**config.mk**
```make
export PLATFORM = sky130hd
export DESIGN_NAME = fetch_sequencer_flat
export DESIGN_NICKNAME = d
export VERILOG_FILES = /design/src/rtl/fetch_sequencer_if.sv /design/src/rtl/fetch_sequencer.sv /design/src/flat_wrapper.sv
export SDC_FILE = /design/constraint.sdc
export NUM_CORES = 1
export LEC_CHECK = 0
export CAP_MARGIN = 20
export CELL_PAD_IN_SITES_DETAIL_PLACEMENT = 0
export CELL_PAD_IN_SITES_GLOBAL_PLACEMENT = 1
export CORE_MARGIN = 1.5
export CORE_UTILIZATION = 33
export CTS_CLUSTER_SIZE = 8
export DETAILED_ROUTE_END_ITERATION = 10
export GPL_TIMING_DRIVEN = 0
export MAX_ROUTING_LAYER = met4
export PLACE_DENSITY = 0.95
export SETUP_SLACK_MARGIN = 0.3
export SYNTH_ARGS = -nofsm -noshare
export SYNTH_HDL_FRONTEND = slang
export SYNTH_SLANG_ARGS = --single-unit
export TNS_END_PERCENT = 10
```
**constraint.sdc**
```tcl
create_clock -name clk -period 4.2 [get_ports clk]
set_clock_uncertainty 0.2 [all_clocks]
set_input_delay 0.42 -clock clk [delete_from_list [all_inputs] [get_ports clk]]
set_output_delay 0.42 -clock clk [all_outputs]
set_load 0.1 [all_outputs]
```
**src/rtl/fetch_sequencer_if.sv**
```systemverilog
// Fetch front-end bus bundle.
//   master : the fetch sequencer (drives the memory request and the decode packet)
//   slave  : the environment (instruction memory, branch predictor, commit, decode)
// Signals:
//   InstMem_Read/inst_address  -> request to instruction memory
//   InstMem_Ready/inst1_in/inst2_in <- memory response (same-cycle allowed)
//   Pre_Inst1_Branch/Pre_Inst2_Branch/Pre_PC <- predictor hints
//   Flush/Flush_PC             <- commit-time redirect
//   Fetch_Ready                <- decode accepts packet
//   Fetch_* outputs            -> packet to decode
//   Mem_Timeout                -> sticky memory timeout flag
interface fetch_sequencer_if #(parameter int data_lentgh = 32);
  logic                   InstMem_Read;
  logic [data_lentgh-1:0] inst_address;
  logic                   InstMem_Ready;
  logic [data_lentgh-1:0] inst1_in;
  logic [data_lentgh-1:0] inst2_in;
  logic                   Pre_Inst1_Branch;
  logic                   Pre_Inst2_Branch;
  logic [data_lentgh-1:0] Pre_PC;
  logic                   Flush;
  logic [data_lentgh-1:0] Flush_PC;
  logic                   Fetch_Ready;
  logic                   Fetch_Valid1;
  logic                   Fetch_Valid2;
  logic [data_lentgh-1:0] Fetch_PC1;
  logic [data_lentgh-1:0] Fetch_Inst1;
  logic [data_lentgh-1:0] Fetch_Inst2;
  logic                   Fetch_Pred_Taken;
  logic [data_lentgh-1:0] Fetch_Pred_Target;
  logic                   Mem_Timeout;

  modport master (
    output InstMem_Read, inst_address,
    input  InstMem_Ready, inst1_in, inst2_in,
    input  Pre_Inst1_Branch, Pre_Inst2_Branch, Pre_PC,
    input  Flush, Flush_PC, Fetch_Ready,
    output Fetch_Valid1, Fetch_Valid2, Fetch_PC1, Fetch_Inst1, Fetch_Inst2,
    output Fetch_Pred_Taken, Fetch_Pred_Target, Mem_Timeout
  );

  modport slave (
    input  InstMem_Read, inst_address,
    output InstMem_Ready, inst1_in, inst2_in,
    output Pre_Inst1_Branch, Pre_Inst2_Branch, Pre_PC,
    output Flush, Flush_PC, Fetch_Ready,
    input  Fetch_Valid1, Fetch_Valid2, Fetch_PC1, Fetch_Inst1, Fetch_Inst2,
    input  Fetch_Pred_Taken, Fetch_Pred_Target, Mem_Timeout
  );
endinterface

```
**src/rtl/fetch_sequencer.sv**
```systemverilog
// Fetch sequencer: issues one dual-instruction fetch per memory handshake,
// applies branch-predictor hints to pick the next PC, holds the packet under
// decode backpressure and redirects on flush.
// Ports:
//   clk  - rising-edge clock
//   rst  - synchronous active-high reset
//   bus  - fetch_sequencer_if.master (memory, predictor, flush, decode packet)
//
// state    | meaning
// IDLE     | one cycle after reset, no request
// FETCH    | request outstanding at pc, capture when memory ready and output free
// HOLD     | memory answered but packet register busy; wait for decode
// REDIRECT | one bubble after flush before fetching the new pc
module fetch_sequencer #(
  parameter int                     data_lentgh = 32,
  parameter logic [data_lentgh-1:0] RESET_PC    = '0,
  parameter int                     MEM_TIMEOUT = 15
) (
  input  logic             clk,
  input  logic             rst,
  fetch_sequencer_if.master bus
);
  typedef enum logic [1:0] {IDLE, FETCH, HOLD, REDIRECT} state_t;

  localparam logic [3:0] TO_LIMIT = 4'(MEM_TIMEOUT);

  state_t                 state;
  logic [data_lentgh-1:0] pc;
  logic [3:0]             wait_cnt;
  logic                   timeout;
  logic                   mem_read;
  logic                   valid1, valid2, pred_taken;
  logic [data_lentgh-1:0] pc1, inst1, inst2, pred_target;
  logic                   reg_free;

  // Packet register can take new data if empty or being drained this edge.
  assign reg_free = !valid1 || bus.Fetch_Ready;

  always_ff @(posedge clk) begin
    if (rst) begin
      state       <= IDLE;
      pc          <= RESET_PC;
      wait_cnt    <= '0;
      timeout     <= 1'b0;
      mem_read    <= 1'b0;
      valid1      <= 1'b0;
      valid2      <= 1'b0;
      pred_taken  <= 1'b0;
      pc1         <= '0;
      inst1       <= '0;
      inst2       <= '0;
      pred_target <= '0;
    end else if (bus.Flush) begin
      state      <= REDIRECT;
      pc         <= {bus.Flush_PC[data_lentgh-1:2], 2'b00};
      valid1     <= 1'b0;
      valid2     <= 1'b0;
      pred_taken <= 1'b0;
      wait_cnt   <= '0;
      mem_read   <= 1'b0;
    end else begin
      // Transfer without a new capture empties the register; a capture below overrides.
      if (valid1 && bus.Fetch_Ready) begin
        valid1 <= 1'b0;
        valid2 <= 1'b0;
      end
      case (state)
        IDLE, REDIRECT: begin
          state    <= FETCH;
          mem_read <= 1'b1;
        end
        FETCH: begin
          if (bus.InstMem_Ready) begin
            if (reg_free) begin
              pc1      <= pc;
              inst1    <= bus.inst1_in;
              inst2    <= bus.inst2_in;
              valid1   <= 1'b1;
              wait_cnt <= '0;
              if (bus.Pre_Inst1_Branch) begin
                valid2      <= 1'b1;
                pred_taken  <= 1'b1;
                pred_target <= bus.Pre_PC;
                pc          <= {bus.Pre_PC[data_lentgh-1:2], 2'b00};
              end else if (bus.Pre_Inst2_Branch) begin
                // Slot2 branch is refetched as slot1 so its prediction applies.
                valid2     <= 1'b0;
                pred_taken <= 1'b0;
                pc         <= pc + data_lentgh'(4);
              end else begin
                valid2     <= 1'b1;
                pred_taken <= 1'b0;
                pc         <= pc + data_lentgh'(8);
              end
            end else begin
              state    <= HOLD;
              mem_read <= 1'b0;
            end
          end else if (wait_cnt != 4'hF) begin
            wait_cnt <= wait_cnt + 4'd1;
            if (wait_cnt + 4'd1 >= TO_LIMIT) timeout <= 1'b1;
          end
        end
        HOLD: begin
          if (bus.Fetch_Ready) begin
            state    <= FETCH;
            mem_read <= 1'b1;
          end
        end
        default: begin
          state    <= IDLE;
          mem_read <= 1'b0;
        end
      endcase
    end
  end

  assign bus.InstMem_Read      = mem_read;
  assign bus.inst_address      = pc;
  assign bus.Fetch_Valid1      = valid1;
  assign bus.Fetch_Valid2      = valid2;
  assign bus.Fetch_PC1         = pc1;
  assign bus.Fetch_Inst1       = inst1;
  assign bus.Fetch_Inst2       = inst2;
  assign bus.Fetch_Pred_Taken  = pred_taken;
  assign bus.Fetch_Pred_Target = pred_target;
  assign bus.Mem_Timeout       = timeout;
endmodule

```
**src/flat_wrapper.sv**
```systemverilog
// flat-port wrapper written by rule: the top's interface ports become plain ports
module fetch_sequencer_flat 
#(
  parameter int                     data_lentgh = 32,
  parameter logic [data_lentgh-1:0] RESET_PC    = '0,
  parameter int                     MEM_TIMEOUT = 15
)
  (clk, rst, bus_InstMem_Read, bus_inst_address, bus_InstMem_Ready, bus_inst1_in, bus_inst2_in, bus_Pre_Inst1_Branch, bus_Pre_Inst2_Branch, bus_Pre_PC, bus_Flush, bus_Flush_PC, bus_Fetch_Ready, bus_Fetch_Valid1, bus_Fetch_Valid2, bus_Fetch_PC1, bus_Fetch_Inst1, bus_Fetch_Inst2, bus_Fetch_Pred_Taken, bus_Fetch_Pred_Target, bus_Mem_Timeout);
  fetch_sequencer_if #(.data_lentgh(data_lentgh)) bus_i ();
  input  logic clk;
  input  logic rst;
  output wire logic [$bits(bus_i.InstMem_Read)-1:0] bus_InstMem_Read;
  output wire logic [$bits(bus_i.inst_address)-1:0] bus_inst_address;
  input wire logic [$bits(bus_i.InstMem_Ready)-1:0] bus_InstMem_Ready;
  input wire logic [$bits(bus_i.inst1_in)-1:0] bus_inst1_in;
  input wire logic [$bits(bus_i.inst2_in)-1:0] bus_inst2_in;
  input wire logic [$bits(bus_i.Pre_Inst1_Branch)-1:0] bus_Pre_Inst1_Branch;
  input wire logic [$bits(bus_i.Pre_Inst2_Branch)-1:0] bus_Pre_Inst2_Branch;
  input wire logic [$bits(bus_i.Pre_PC)-1:0] bus_Pre_PC;
  input wire logic [$bits(bus_i.Flush)-1:0] bus_Flush;
  input wire logic [$bits(bus_i.Flush_PC)-1:0] bus_Flush_PC;
  input wire logic [$bits(bus_i.Fetch_Ready)-1:0] bus_Fetch_Ready;
  output wire logic [$bits(bus_i.Fetch_Valid1)-1:0] bus_Fetch_Valid1;
  output wire logic [$bits(bus_i.Fetch_Valid2)-1:0] bus_Fetch_Valid2;
  output wire logic [$bits(bus_i.Fetch_PC1)-1:0] bus_Fetch_PC1;
  output wire logic [$bits(bus_i.Fetch_Inst1)-1:0] bus_Fetch_Inst1;
  output wire logic [$bits(bus_i.Fetch_Inst2)-1:0] bus_Fetch_Inst2;
  output wire logic [$bits(bus_i.Fetch_Pred_Taken)-1:0] bus_Fetch_Pred_Taken;
  output wire logic [$bits(bus_i.Fetch_Pred_Target)-1:0] bus_Fetch_Pred_Target;
  output wire logic [$bits(bus_i.Mem_Timeout)-1:0] bus_Mem_Timeout;
  assign bus_InstMem_Read = bus_i.InstMem_Read;
  assign bus_inst_address = bus_i.inst_address;
  assign bus_i.InstMem_Ready = bus_InstMem_Ready;
  assign bus_i.inst1_in = bus_inst1_in;
  assign bus_i.inst2_in = bus_inst2_in;
  assign bus_i.Pre_Inst1_Branch = bus_Pre_Inst1_Branch;
  assign bus_i.Pre_Inst2_Branch = bus_Pre_Inst2_Branch;
  assign bus_i.Pre_PC = bus_Pre_PC;
  assign bus_i.Flush = bus_Flush;
  assign bus_i.Flush_PC = bus_Flush_PC;
  assign bus_i.Fetch_Ready = bus_Fetch_Ready;
  assign bus_Fetch_Valid1 = bus_i.Fetch_Valid1;
  assign bus_Fetch_Valid2 = bus_i.Fetch_Valid2;
  assign bus_Fetch_PC1 = bus_i.Fetch_PC1;
  assign bus_Fetch_Inst1 = bus_i.Fetch_Inst1;
  assign bus_Fetch_Inst2 = bus_i.Fetch_Inst2;
  assign bus_Fetch_Pred_Taken = bus_i.Fetch_Pred_Taken;
  assign bus_Fetch_Pred_Target = bus_i.Fetch_Pred_Target;
  assign bus_Mem_Timeout = bus_i.Mem_Timeout;
  fetch_sequencer #(.data_lentgh(data_lentgh), .RESET_PC(RESET_PC), .MEM_TIMEOUT(MEM_TIMEOUT)) u_core (.clk(clk), .rst(rst), .bus(bus_i));
endmodule
```
Yosys cells after proc, flatten, opt, wreduce, memory -nomap -nowiden --
Index checks and enable logic that the tools add are counted.
Storage, ports and cells: input bits 135, word-level logic and storage cells 77, flip-flop bits (word level) 171, output and inout port bits 165
Operators by class: reduce and logical (&&, ||, !) cells 18, $lt $le $gt $ge 1, add/subtract/negate cells 3, muxes and demuxes 29, equality and inequality tests 11, bitwise gates (word level) 2
Operator list (number):
- $mux 32 | 6
- $add 32x3->32 const B | 1
- $add 32x4->32 const B | 1
- $reduce_and 3->1 | 5
- $mux 1 | 14
- $mux 4 | 3
- $reduce_and 5->1 | 2
- $ne 3x3->1 const B | 3
- $mux 2 | 4
- $reduce_bool 2->1 | 4
- $ne 2x2->1 const B | 3
- $pmux 2 s3 | 1
- $add 4x1->4 const B | 1
- $eq 2x2->1 const B | 2
- $ge 4x4->1 const B | 1
- $ne 4x4->1 const B | 1
- $reduce_and 4->1 | 1
- $reduce_or 2->1 | 2
- $pmux 1 s3 | 1
- $eq 2x1->1 const B | 1
- $logic_not 2->1 | 1
- $ne 2x1->1 const B | 1
- $not 1->1 | 2
- $logic_and 1x1->1 | 1
- other kinds (2) | 2

Depth between registers and ports, before layout --
Gate-level depths: netlist of run 1.
depth after elaboration 7, gate-level depth with buffers 8, gate-level depth less buffers 6

Worst setup path before layout of run 1 --
OpenSTA, ideal clock, no wires.
kind register -> register, start register u_core.pc[3], in the netlist u_core.bus.inst_address[3], end register u_core.pc[22], in the netlist u_core.bus.inst_address[22], clock period less this slack 2.680 ns, arrival time 2.393 ns, buffers on the path 0, stages on the path, launching flop included 7, slack 1.520 ns, required time 3.914 ns, setup time 0.086 ns, cell sequence dfxtp_1 > ha_1 > mux2_4 > nand4_4 > nor4_4 > mux2i_1 > a221oi_2
On the way: cells in the longest elaborated chain, start to end 7, elaborated cells on any way between the ends 8, classes of those cells add/sub (2); mux (6)
Ends and longest elaborated chain:
- start: declaration | line fetch_sequencer.sv:28 | logic [data_lentgh-1:0] pc;
- start signal: assignment | line fetch_sequencer.sv:55 | pc <= {bus.Flush_PC[data_lentgh-1:2], 2'b00};
- start signal: assignment | line fetch_sequencer.sv:84 | pc <= {bus.Pre_PC[data_lentgh-1:2], 2'b00};
- start signal: assignment | line fetch_sequencer.sv:89 | pc <= pc + data_lentgh'(4);
- $add 32x4->32 / $add 32x3->32 (equally long branches) | line fetch_sequencer.sv:93, fetch_sequencer.sv:89
- $mux 32 (*) | line fetch_sequencer.sv:85 | end else if (bus.Pre_Inst2_Branch) begin
- $mux 32 (*) | line fetch_sequencer.sv:80 | if (bus.Pre_Inst1_Branch) begin
- $mux 32 (*) | line fetch_sequencer.sv:74 | if (reg_free) begin
- $mux 32 (*) | line fetch_sequencer.sv:73 | if (bus.InstMem_Ready) begin
- $mux 32 (*) | line fetch_sequencer.sv:67 | case (state)
- $mux 32 (*) | line fetch_sequencer.sv:53 | end else if (bus.Flush) begin
Mark *: on every way between the ends. The rest lies on a longest branch, timed or not. The select of a mux whose other input is x is not followed. A chain may end at the register's enable or synchronous reset.

Worst setup path after layout of run 1 --
start register u_core.pc[26], in the netlist u_core.bus.inst_address[26], end output port bus_inst_address[26]
RTL lines:
- end: declaration | line flat_wrapper.sv:13 | output wire logic [$bits(bus_i.inst_address)-1:0] bus_inst_address;
No word-level cell between the ends.

==> flow_metrics.env, run 1 <==
export IMPL_end_kind="primary output"
export IMPL_place_hpwl_mm=21.14
export IMPL_clk_path_buf_depth=2
export IMPL_fin_crit_sh_pct=66.86
export IMPL_crit_arrival_ns=2.19
export IMPL_drc=0
export IMPL_tightest_slew_ns=1.037
export IMPL_hold_depth=2
export IMPL_setup_violations=0
export IMPL_tns_ns=0
export IMPL_required_ns=3.58
export IMPL_crit_path_max_fanout=8
export IMPL_start_util_pct=33.71
export IMPL_syn_to_final_growth_pct=52.38
export IMPL_preCtsSetupSlack_ns=1.186
export IMPL_synth_edff_count=0
export IMPL_die_y_um=152.3
export IMPL_avgViaCountPerCell=5.156
export IMPL_wl_met1_mm=12.00
export IMPL_cp_num_buf_inv=1
export IMPL_die_width_um=152.3
export IMPL_insertion_delay_ns=0.43
export IMPL_wl_met2_mm=12.95
export IMPL_startpoint_type="flip-flop"
export IMPL_num_fill_cells=2135
export IMPL_multi_input_area_um2=3580
export IMPL_drt_wl_total_mm=28.37
export IMPL_cap_viol_max_count=0
export IMPL_dieArea_um2=23200
export IMPL_track_usage_pct=24.69
export IMPL_drive_gt1_share_pct=6.195
export IMPL_synthCells=934
export IMPL_clock_sinks=171
export IMPL_wl_per_cell_um=18.42
export IMPL_final_common_cell="clkdlybuf4s50_1"
export IMPL_hold_buffers=0
export IMPL_reg2reg_depth=7
export IMPL_htreeDepth=4
export IMPL_rsz0062_at_grt="false"
export IMPL_slew_viol_final=0
export IMPL_crit_chain="clkdlybuf4s50_1"
export IMPL_final_nets=1385
export IMPL_avgSynthCellArea_um2=7.877
export IMPL_status="complete, no violations"
export IMPL_min_period_ns=2.808
export IMPL_placed_area_um2=10640
export IMPL_core_region_area_um2=21820
export IMPL_grt_start_max_net_pins=17
export IMPL_ys_seq_area_share_pct=46.53
export IMPL_fmax_ghz=0.3561
export IMPL_grt_pass1_wl_mm=43.26
export IMPL_root_buffer="clkbuf_16"
export IMPL_gp_congestion=0.9142
export IMPL_worst_path_stages=1
export IMPL_synth_main_ff_cell="dfxtp_1"
export IMPL_initialDrtViolationCount=637
export IMPL_post_cts_setup_buffer_count=0
export IMPL_ant_nets=0
export IMPL_cts_buffers=17
export IMPL_ys_warn_count=0
export IMPL_io_pins=300
export IMPL_peakVddDrop_mv=0.2617
export IMPL_final_cells=1540
export IMPL_p_per_area_nw_per_um2=366.8
export IMPL_first_global_vias=7615
export IMPL_io_buffers=293
export IMPL_first_pass_iters=5
export IMPL_overflow=0
export IMPL_slowest_delay_ns=1.22
export IMPL_regArea_um2=3423
export IMPL_syn_area_um2=7357
export IMPL_num_vias=7940
export IMPL_top_layer_used="met4"
export IMPL_cts_clk_slew_worst_paths_ns=0.06
export IMPL_synth_seq_cells=171
export IMPL_slew_headroom_pct=30.62
export IMPL_met3_length_mm=2.375
export IMPL_cts_tree="built"
export IMPL_critPathTopFamily="buffers and inverters"
export IMPL_critPathKind="reg -> out"
export IMPL_worst_slack_ns=1.392
export IMPL_cts_resized_gates=0
export IMPL_synth_distinct_cells=65
export IMPL_final_cell_mix="clkdlybuf4s50_1 (293), nand2_1 (291), dfxtp_1 (171), a21oi_1 (150), clkbuf_1 (47)"
export IMPL_hold_viol=0
export IMPL_antenna_found_initial=1
export IMPL_synth_async_reset_ratio_pct=0
export IMPL_hp_class="in -> reg"
export IMPL_fin_area_um2=11210
export IMPL_crit_slowest_cell="clkdlybuf4s50_1"
export IMPL_rows=54
export IMPL_p_leak_uw=0.003808
export IMPL_placedCellCount=1507
export IMPL_syn_nets=1073
[layer usage]
metal | up-vias | GRT usage, %
li1 | 3826 | -
met1 | 3672 | 30.56
met2 | 375 | 38.59
met3 | 67 | 5.688
met4 | 0 | 10.45
met5 | - | -
[kinds of logic (layout without fill, tap and decap cells)]
logic type,after synthesis,count (layout),share of synthesized area [%]
DFF,171,171,46.53
buffers and inverters,85,410,4.813
and+or+nand+nor,413,413,25.94
xor gates and xnor gates,15,15,1.786
adders and majority gates,4,4,0.6803
AOI/OAI and AO/OA,235,235,18.69
muxes,11,11,1.565
other,0,1,0
[Yosys cell counts (6+ instances only)]
cell type	instances	area [um^2]
a31oi_1	6	37.54
nor4_2	7	87.58
a21oi_1	150	750.7
o21ai_0	14	70.07
dfxtp_1	171	3423
a221oi_1	6	52.55
nor3_1	12	60.06
xnor2_1	13	113.9
o22ai_1	13	81.33
buf_2	22	110.1
inv_1	12	45.04
nand2_1	291	1092
mux2i_1	10	100.1
nand3_1	15	75.07
or3_1	10	62.56
clkbuf_1	47	176.4
a211oi_1	8	60.06
a22o_1	6	52.55
and3_1	6	37.54
nor2_1	26	97.59
[worst register-to-register path, delay by kind of cell (launching register included)]
family | cells | cell delay [ns]
and+or+nand+nor | 4 | 1.08
DFF | 1 | 0.42
AOI/OAI and AO/OA | 1 | 0.14
buffers and inverters | 2 | 0.59
[cell type report]
cell class	count	share of cell area, %
Antenna cell	1	0.02232
Buffer	72	2.723
Timing Repair Buffer	293	26.16
Inverter	13	0.4353
Tap cell	280	3.125
Clock inverter	13	1.027
Sequential cell	171	30.54
Multi-Input combinational cell	678	31.93
Clock buffer	19	4.040
[metrics by stage]
stage                     utilization (%)  total power [uW]  hold WS [ns]
after floorplan                         -              2286        0.2653
after global placement              48.76              2598        0.2404
after detailed placement            48.76              2604        0.2453
after CTS                           51.36              4135       0.04703
after global routing                51.37              4263       0.05827
final                               51.37              4112       0.05864
[sequential cells by signal, indices dropped and copies added (netlist names), 2 cells and up]
signal / count
u_core.bus.Fetch_PC1: 32
u_core.bus.Fetch_Pred_Target: 32
u_core.state: 2
u_core.bus.Fetch_Inst1: 32
u_core.bus.inst_address: 32
u_core.wait_cnt: 4
u_core.bus.Fetch_Inst2: 32
[power breakdown]
part           total (uW)  internal [uW]  switching (uW)
logic                 847            266             581
registers            1730           1670            54.6
clock network        1540            851             688
total                4110           2790            1320
[worst paths after layout]
check | start | slack, ns | endpoint
worst min-delay path | bus_Pre_Inst2_Branch | 0.06 | u_core.bus.Fetch_Valid2
worst min register to register | u_core.bus.Fetch_Inst1[7] | 0.25 | u_core.bus.Fetch_Inst1[7]
worst max-delay path | u_core.bus.inst_address[26] | 1.39 | bus_inst_address[26]
worst max register to register | u_core.bus.Fetch_Valid1 | 1.69 | u_core.bus.Fetch_Inst1[20]
Note: power is estimated with default switching activity, not from simulation.
==> run 2: changes to the inputs <==
--- a/config.mk
+++ b/config.mk
@@ -9,12 +9,12 @@
 export CELL_PAD_IN_SITES_DETAIL_PLACEMENT = 0
 export CELL_PAD_IN_SITES_GLOBAL_PLACEMENT = 1
 export CORE_MARGIN = 1.5
-export CORE_UTILIZATION = 33
+export CORE_UTILIZATION = 27
 export CTS_CLUSTER_SIZE = 8
 export DETAILED_ROUTE_END_ITERATION = 10
 export GPL_TIMING_DRIVEN = 0
 export MAX_ROUTING_LAYER = met4
-export PLACE_DENSITY = 0.95
+export PLACE_DENSITY = 0.84
 export SETUP_SLACK_MARGIN = 0.3
 export SYNTH_ARGS = -nofsm -noshare
 export SYNTH_HDL_FRONTEND = slang
==> constraint.sdc (replaced) <==
create_clock -name clk -period 2.4 [get_ports clk]
set_clock_uncertainty 0.2 [all_clocks]
set_input_delay 0.24 -clock clk [delete_from_list [all_inputs] [get_ports clk]]
set_output_delay 0.24 -clock clk [all_outputs]
set_load 0.1 [all_outputs]
==> run 2 against run 1 <==
Compared with the run above: die area up 22%; core utilization down 7.5 points; sequential power up 75%; non-clock buffer count up 8; clock power up 85%; flip-flop and latch count unchanged; combinational power up 75%; largest power group unchanged; wire length up 7.1%; critical path depth unchanged; first-iteration DRC count down 15%; highest routed layer unchanged.
==> flow_metrics.env, run 2 (synthesized netlist as in run 1, its figures left out) <==
export IMPL_status="complete, no violations"
export IMPL_crit_slowest_cell="dlygate4sd2_1"
export IMPL_final_cells=1610
export IMPL_finalPower_uw=7349
export IMPL_p_per_area_nw_per_um2=623.7
export IMPL_r2r_start="u_core.state[1]"
export IMPL_final_cell_mix="nand2_1 (289), a21oi_1 (150), dfxtp_1 (144), clkdlybuf4s50_1 (127), dlymetal6s2s_1 (118)"
export IMPL_final_nets=1394
export IMPL_cap_viol_max_count=0
export IMPL_insertion_delay_ns=0.43
export IMPL_ant_nets=0
export IMPL_grt_start_max_net_pins=17
export IMPL_slew_headroom_pct=30.90
export IMPL_min_period_ns=2.083
export IMPL_htreeDepth=4
export IMPL_start_util_pct=27.37
export IMPL_rsz0062_at_grt="true"
export IMPL_worst_path_stages=1
export IMPL_fmax_ghz=0.4800
export IMPL_p_leak_uw=0.006170
export IMPL_first_pass_iters=5
export IMPL_track_usage_pct=21.49
export IMPL_overflow=0
export IMPL_hp_class="in -> reg"
export IMPL_crit_path_max_fanout=2
export IMPL_clk_path_buf_depth=2
export IMPL_num_vias=7964
export IMPL_fin_area_um2=11780
export IMPL_avgViaCountPerCell=4.947
export IMPL_slowest_delay_ns=0.89
export IMPL_clock_sinks=171
export IMPL_cts_buffers=17
export IMPL_required_ns=1.96
export IMPL_hold_viol=0
export IMPL_crit_chain="dlygate4sd2_1"
export IMPL_power_frac_clock_pct=38.7
export IMPL_drc=0
export IMPL_tns_ns=0
export IMPL_cts_clk_slew_worst_paths_ns=0.07
export IMPL_drive_gt1_share_pct=14.12
export IMPL_initialDrtViolationCount=544
export IMPL_placedCellCount=1568
export IMPL_drt_wl_total_mm=30.39
export IMPL_io_pins=300
export IMPL_end_kind="primary output"
export IMPL_hold_end="u_core.wait_cnt[1]"
export IMPL_intPower_uw=4926
export IMPL_setup_violations=0
export IMPL_num_fill_cells=2652
export IMPL_die_width_um=168.1
export IMPL_syn_to_final_growth_pct=60.17
export IMPL_combPwrFrac_pct=20.2
export IMPL_antenna_found_initial=1
export IMPL_r2r_slack_ns=0.36
export IMPL_fin_crit_sh_pct=86.80
export IMPL_cts_tree="built"
export IMPL_final_common_cell="nand2_1"
export IMPL_reg2reg_depth=7
export IMPL_startpoint_type="flip-flop"
export IMPL_worstHoldStart="bus_InstMem_Ready"
export IMPL_peakVddDrop_mv=0.3065
export IMPL_critPathTopFamily="buffers and inverters"
export IMPL_critPathKind="reg -> out"
export IMPL_p_switching_uw=2423
export IMPL_first_global_vias=7630
export IMPL_cp_num_buf_inv=1
export IMPL_slew_viol_final=0
export IMPL_pwr_share_seq_pct=41.1
export IMPL_tightest_slew_ns=1.035
export IMPL_grt_pass1_wl_mm=44.82
export IMPL_wl_per_cell_um=18.88
export IMPL_root_buffer="clkbuf_16"
export IMPL_gp_congestion=0.8995
export IMPL_core_region_area_um2=26880
export IMPL_crit_arrival_ns=1.64
export IMPL_place_hpwl_mm=22.26
export IMPL_rows=60
export IMPL_die_y_um=168.1
export IMPL_startpoint="u_core.bus.Fetch_PC1[9]"
export IMPL_io_buffers=293
export IMPL_placed_area_um2=10790
export IMPL_fin_util_pct=43.85
export IMPL_rr_endpoint="u_core.bus.Fetch_Pred_Target[14]"
export IMPL_p_sw_share_pct=32.97
export IMPL_dieArea_um2=28250
export IMPL_hold_depth=3
-- run 2: cell types whose count changed in the layout (fill, tap and decap cells not counted), moves of 10 or more --
cell / delta
buf_2: -11
buf_4: +11
clkbuf_1: -15
clkbuf_2: +42
clkbuf_4: +10
clkdlybuf4s50_1: -166
dfxtp_1: -27
dfxtp_2: +10
dfxtp_4: +17
dlymetal6s2s_1: +118
-- run 2: area by class of cell --
type                       count  area, um^2  area share (%)
inverter                      13       50.05          0.4247
antenna                        1       2.502         0.02124
tap                          341       426.7           3.621
clock buffer                  20       467.9           3.971
sequential                   171        3500           29.70
timing repair buffer         301        3154           26.77
buffer                        72       360.3           3.058
multi-input combinational    679        3695           31.35
clock inverter                12       127.6           1.083
-- run 2: power by group through the flow --
| stage | combinational [uW] | sequential, uW | clock, uW |
|---|---|---|---|
| 5_1_grt | 1550 | 3030 | 3020 |
| 2_1_floorplan | 338 | 3660 | 0 |
| 6_report | 1480 | 3020 | 2850 |
| 4_1_cts | 1480 | 3020 | 2900 |
| 3_3_place_gp | 1480 | 3080 | 0 |
| 3_5_place_dp | 1490 | 3080 | 0 |
-- run 2: worst max-delay path by stage --
stage	endpoint	slack, ns
after floorplan	u_core.bus.inst_address[26]	0.30
after global placement	u_core.bus.Fetch_Inst1[7]	-0.50
after detailed placement	u_core.bus.Fetch_Inst1[22]	-0.52
after CTS	bus_Mem_Timeout	0.02
after global routing	bus_Fetch_PC1[9]	0.30
final	bus_Fetch_PC1[9]	0.32
-- run 2: stage by stage --
| stage | setup WS, ns | hold WS (ns) |
|---|---|---|
| 2_1_floorplan | 0.3014 | 0.1484 |
| 3_3_place_gp | -0.4967 | 0.2417 |
| 3_5_place_dp | -0.5250 | 0.2461 |
| 4_1_cts | 0.01876 | 0.01105 |
| 5_1_grt | 0.2970 | 0.06683 |
| 6_report | 0.3168 | 0.03995 |
-- run 2: routing by layer --
metal	up-vias	GRT usage, %	share of wire (%)
li1	3861	-	-
met1	3753	26.80	44
met2	306	34.11	46
met3	44	5.407	7.2
met4	0	6.832	2.3
met5	-	-	0
-- run 2: timing repair --
item | in CTS | in global routing
endpoints found under the hold margin | 1 | 0
pin swaps | 1 | 1
endpoints found under the setup margin | 316 | 315
cloned | 0 | 1
setup buffers | 3 | 4
hold buffers | 1 | 0
resized for setup | 70 | 253
